$ cat src/rtl/g_cbud4le_pkg.sv
// rtl/g_cbud4le_pkg.sv - shared constants and parameter checks for the counter macros
package g_cbud4le_pkg;

  // Count direction encoding on the UP input
  localparam logic G_DIR_UP = 1'b1;
  localparam logic G_DIR_DN = 1'b0;

  // Legal WIDTH is 2..16, legal MODULUS is 2..2**WIDTH
  function automatic bit params_ok(input int width, input int modulus);
    return (width >= 2) && (width <= 16) &&
           (modulus >= 2) && (modulus <= (1 << width));
  endfunction

endpackage

$ cat src/rtl/g_cnt_tcdec.sv
// rtl/g_cnt_tcdec.sv - terminal-count decode for a modulus-N up/down counter
module g_cnt_tcdec
  import g_cbud4le_pkg::*;
#(
  parameter int WIDTH   = 4,
  parameter int MODULUS = 2**WIDTH
) (
  input  logic [WIDTH-1:0] value_i,
  input  logic             up_i,
  output logic             term_o
);

  localparam logic [WIDTH-1:0] MAX_V = WIDTH'(MODULUS - 1);

  // Up: at or above the top count (covers out-of-range loads); down: at zero
  always_comb begin
    term_o = 1'b0;
    if (up_i == G_DIR_DN) term_o = (value_i == '0);
    else                  term_o = (value_i >= MAX_V);
  end

endmodule

$ cat src/rtl/g_cbud4le.sv
// rtl/g_cbud4le.sv - loadable up/down modulus counter with TCN and cascade CO (option G_CBUD4LE_TCREG_EN)
module g_cbud4le
  import g_cbud4le_pkg::*;
#(
  parameter int WIDTH   = 4,
  parameter int MODULUS = 2**WIDTH
) (
  input  logic             CK,
  input  logic             CD,
  input  logic             CE,
  input  logic             CI,
  input  logic             LD,
  input  logic             UP,
  input  logic [WIDTH-1:0] D,
  output logic [WIDTH-1:0] Q,
  output logic             TCN,
  output logic             CO
);

  localparam logic [WIDTH-1:0] MAX_Q = WIDTH'(MODULUS - 1);

  if (!params_ok(WIDTH, MODULUS)) begin : g_bad_params
    $error("g_cbud4le: WIDTH or MODULUS out of range");
  end

  logic [WIDTH-1:0] q_q;
  logic [WIDTH-1:0] q_d;
  logic             term_cur;

  // Next count value ignoring reset: load beats count, count needs CE and CI
  always_comb begin
    q_d = q_q;
    if (LD) begin
      q_d = D;
    end else if (CE && CI) begin
      if (UP == G_DIR_UP) q_d = (q_q >= MAX_Q) ? '0 : q_q + 1'b1;
      else                q_d = (q_q == '0) ? MAX_Q : q_q - 1'b1;
    end
  end

  // Count register with synchronous reset overriding load and count
  always_ff @(posedge CK) begin
    if (CD) q_q <= '0;
    else    q_q <= q_d;
  end

  g_cnt_tcdec #(.WIDTH(WIDTH), .MODULUS(MODULUS)) u_tcdec_cur (
    .value_i (q_q),
    .up_i    (UP),
    .term_o  (term_cur)
  );

  // Carry-out is zero-latency so a chain of stages ripples in one cycle
  assign CO = term_cur & CE & CI & ~LD & ~CD;
  assign Q  = q_q;

`ifdef G_CBUD4LE_TCREG_EN
  logic term_nxt;
  logic tcn_q;

  g_cnt_tcdec #(.WIDTH(WIDTH), .MODULUS(MODULUS)) u_tcdec_nxt (
    .value_i (q_d),
    .up_i    (UP),
    .term_o  (term_nxt)
  );

  // Registered decode of the value Q is about to take, so it stays aligned with Q
  always_ff @(posedge CK) begin
    if (CD) tcn_q <= 1'b1;
    else    tcn_q <= ~term_nxt;
  end

  assign TCN = tcn_q;
`else
  assign TCN = ~term_cur;
`endif

endmodule

$ cat config.mk
export PLATFORM = sky130hd
export DESIGN_NAME = g_cbud4le
export DESIGN_NICKNAME = d
export VERILOG_FILES = /design/src/rtl/g_cbud4le_pkg.sv /design/src/rtl/g_cnt_tcdec.sv /design/src/rtl/g_cbud4le.sv
export SDC_FILE = /design/constraint.sdc
export NUM_CORES = 1
export LEC_CHECK = 0
export BUFFER_PORTS_ARGS = -buffer_cell sky130_fd_sc_hd__buf_2
export CAP_MARGIN = 20
export CORE_AREA = 2 2 39 41
export CTS_CLUSTER_DIAMETER = 40
export DETAILED_ROUTE_END_ITERATION = 10
export DIE_AREA = 0 0 41 43
export SKIP_CTS_REPAIR_TIMING = 1
export SYNTH_ARGS = -nofsm -noshare
export SYNTH_HDL_FRONTEND = slang
export SYNTH_SLANG_ARGS = --single-unit
$ cat constraint.sdc
create_clock -name CK -period 1.7 [get_ports CK]
set_input_delay 0 -clock CK [delete_from_list [all_inputs] [get_ports CK]]
set_output_delay 0 -clock CK [all_outputs]
set_load 0.03 [all_outputs]
==> key figures <==
Critical path
  – RR Endpoint: Q[2]$_SDFFE_PP0P_
  – Buf+Inv Stages, Crit Path: 2
  – Critical-path cell list: inv_4 > ha_4 > or3b_4 > nor2_4 > a41oi_4 > nor4_4 > buf_4
  – CP startpoint kind: flop
  – Crit path DAT: 1.65 ns
  – CP Launch Point: Q[1]$_SDFFE_PP0P_
  – R2R depth: 6
  – Crit end category: primary output
  – Critical path depth: 7
  – Delay-heaviest family, CP: simple AND/OR/NAND/NOR gates
  – Largest fanout on the critical path: 5
  – Reg-to-reg startpoint: Q[0]$_SDFFE_PP0P_
  – Crit-path slowest cell: or3b_4
  – Worst R2R Setup Slack: 0.28 ns
  – WP data required: 1.70 ns
  – Worst Setup EP: CO
  – Crit Path Category: flop to primary output
  – Slowest cell delay on critical path: 0.39 ns

Synthesis
  – Yosys warns: 0
  – Post-synth top area share: 0.2155
  – Async set-reset flop share out of synthesis: 0
  – Syn_nets: 59
  – Average size of a mapped cell: 7.907 µm²
  – Fraction of the yosys area taken by sequential cells: 0.2155
  – Number of distinct library cells after synthesis: 28
  – Yosys reg bits: 4
  – Synth cell count leaders: a21oi_1, dfxtp_1, inv_1, nor2_1
  – Ys flop type: dfxtp_1
  – Largest area contributor in the netlist: dfxtp_1
  – Mapped Cells: 47
  – Post-Syn Area: 371.6 µm²
  – Post-synth EDFFs: 0
  – Main area contributors after synthesis: dfxtp_1, a21oi_1, ha_1
  – Most instantiated library cell after synthesis: a21oi_1

Min path
  – Hold depth: 3
  – Worst min path class: input pin to flop

Power and ir drop
  – Power per cell area: 654.0 nW/µm²
  – Switching Fraction: 0.3396
  – Pint: 0.0002491 W
  – Leak: 0.2468 nW
  – Combinational share of power: 0.398
  – Max VDD drop: 0.3971 mV
  – Overall power: 0.0003772 W
  – P_sw: 0.0001281 W
  – Sequential Power Share: 0.302
  – Clock power frac: 0.300

CTS
  – Clock root buffer: clkbuf_4
  – Num CTS Buffers: 3
  – Clk_lat worst skew: 0.23 ns
  – Sink Count: 4
  – H-tree depth: 1
  – CTS Buffer Depth: 2
  – Worst-path clk slew: 0.04 ns
  – CTS tree: built

Global route
  – First-pass GRT wire length: 1607 µm
  – Pin count of the biggest net entering global routing: 11
  – Congestion Overflow GR: 0
  – Top Usage Layer GRT: met1
  – Met2 usage: 0.1781
  – Initial antenna violation count: 0
  – Met1 Usage GRT: 0.2026
  – Vias in the first global route: 361
  – All-layer global routing usage: 0.1325
  – Met3 usage: 0.04712

Die
  – Chip height: 43 µm
  – Num ports: 16
  – Die ar.: 1763 µm²
  – Chip Width: 41 µm
  – Site Rows: 14
  – Initial Util: 0.2685
  – Core area: 1384 µm²

Finish
  – Share of cells above drive strength 1: 0.5072
  – Fin area: 576.8 µm²
  – P&R area growth vs syn: 55.22%
  – Max reg flops: 4
  – Nets: 83
  – FILL cells: 147
  – Diodes inserted: 0

Place
  – RePlAce Congestion: 0.7707
  – DP Area: 511.7 µm²
  – Port bufs: 15
  – Post-DP HPWL: 759.5 µm

Timing
  – Slew Viols, Final: 0
  – RSZ-0062 raised after global routing: yes
  – Hold Fails Final Rpt: 0
  – Clock skew: 0.005440 ns
  – Max-slew headroom: 0.7267
  – Minimum clock period: 1.652 ns
  – Fmax: 0.6053 GHz
  – Period utilisation layout: 0.9719
  – Least-Margin Pin Slew: 0.4094 ns
  – Final-report setup violation count: 0

Drt
  – Initial DRT Pass Iterations: 6
  – Routed via count: 423
  – DRC: 0
  – Avg WL per Cell: 11.73 µm
  – Initial drt markers: 3
  – Post-Route WL: 997 µm
  – Final ANT Viol Nets: 0
  – Vias per cell: 4.976

Run status
  – Status: finished, final reports clean

Run
  – MaxCap Viol Count: 0
==> cell usage in the layout, fill, tap and decap left out, drive strengths merged <==
master,n
a41oi,1
o21a,2
or3b,1
o22ai,1
a31oi,1
clkbuf,3
a211o,1
a211oi,2
o21ai,1
nor4b,1
mux2i,1
ha,2
o21bai,1
nor2,5
xor2,1
nor4,2
buf,22
xnor2,1
nor3,2
o31a,1
nor2b,1
dfxtp,4
a21oi,6
inv,4
nand2,2
==> final cells by class <==
cell class	count	area, µm²	area share
clock buffers	3	22.52	0.03905
repair buffers	22	132.6	0.2299
flip-flops and latches	4	87.58	0.1518
multi-input cells	36	294.0	0.5098
inverters	4	20.02	0.03471
well taps	16	20.02	0.03471
==> tightest hold or removal path: stages <==
cell,delay [ns]
buf_2,0.09
nand2_1,0.06
o22ai_1,0.08
==> stage by stage <==
stage	setup TNS, ns	util	worst slack, ns	hold slack (ns)	std cells
after floorplan	0	-	0.0008515	0.04703	47
after global placement	0	0.3698	0.09652	0.2884	77
after detailed placement	0	0.3698	0.08427	0.2867	77
after CTS	-0.1656	0.3861	-0.1656	0.04027	80
after global routing	-0.06361	0.4168	-0.05000	0.03609	85
final	0	0.4168	0.04784	0.04895	85
==> power groups by stage <==
stage | registers [W] | clock network, W | logic, W
floorplan | 0.000130 | 0 | 0.0000837
global placement | 0.000116 | 0 | 0.000134
detailed placement | 0.000116 | 0 | 0.000134
CTS | 0.000115 | 0.000119 | 0.000135
global route | 0.000115 | 0.000136 | 0.000164
finish | 0.000114 | 0.000113 | 0.000150
==> worst min-delay path by stage <==
| stage | from | to | slack (ns) |
|---|---|---|---|
| 4_1_cts | D[0] | Q[0]$_SDFFE_PP0P_ | 0.04 |
| 5_1_grt | D[0] | Q[0]$_SDFFE_PP0P_ | 0.04 |
| 3_3_place_gp | CD | Q[1]$_SDFFE_PP0P_ | 0.29 |
| 2_1_floorplan | CD | CO | 0.05 |
| 6_report | D[0] | Q[0]$_SDFFE_PP0P_ | 0.05 |
| 3_5_place_dp | D[0] | Q[0]$_SDFFE_PP0P_ | 0.29 |
==> routing by layer <==
metal | share of wire | wire length [µm] | vias to the layer above
met5 | 0 | 0 | -
met4 | 0 | 0 | 0
met3 | 0.074 | 74 | 0
met2 | 0.42 | 417 | 17
met1 | 0.51 | 505 | 187
li1 | - | - | 219
==> logic make-up after synthesis <==
kind of cell	count (synthesis)	share of synthesized area
AOI/OAI and AO/OA	17	0.3232
xor gates and xnor gates	2	0.04715
adders and majority gates	2	0.06733
buffers and inverters	7	0.09424
DFF	4	0.2155
muxes	1	0.02694
and+or+nand+nor	14	0.2256
No activity file was read; power rests on OpenSTA's default activity.
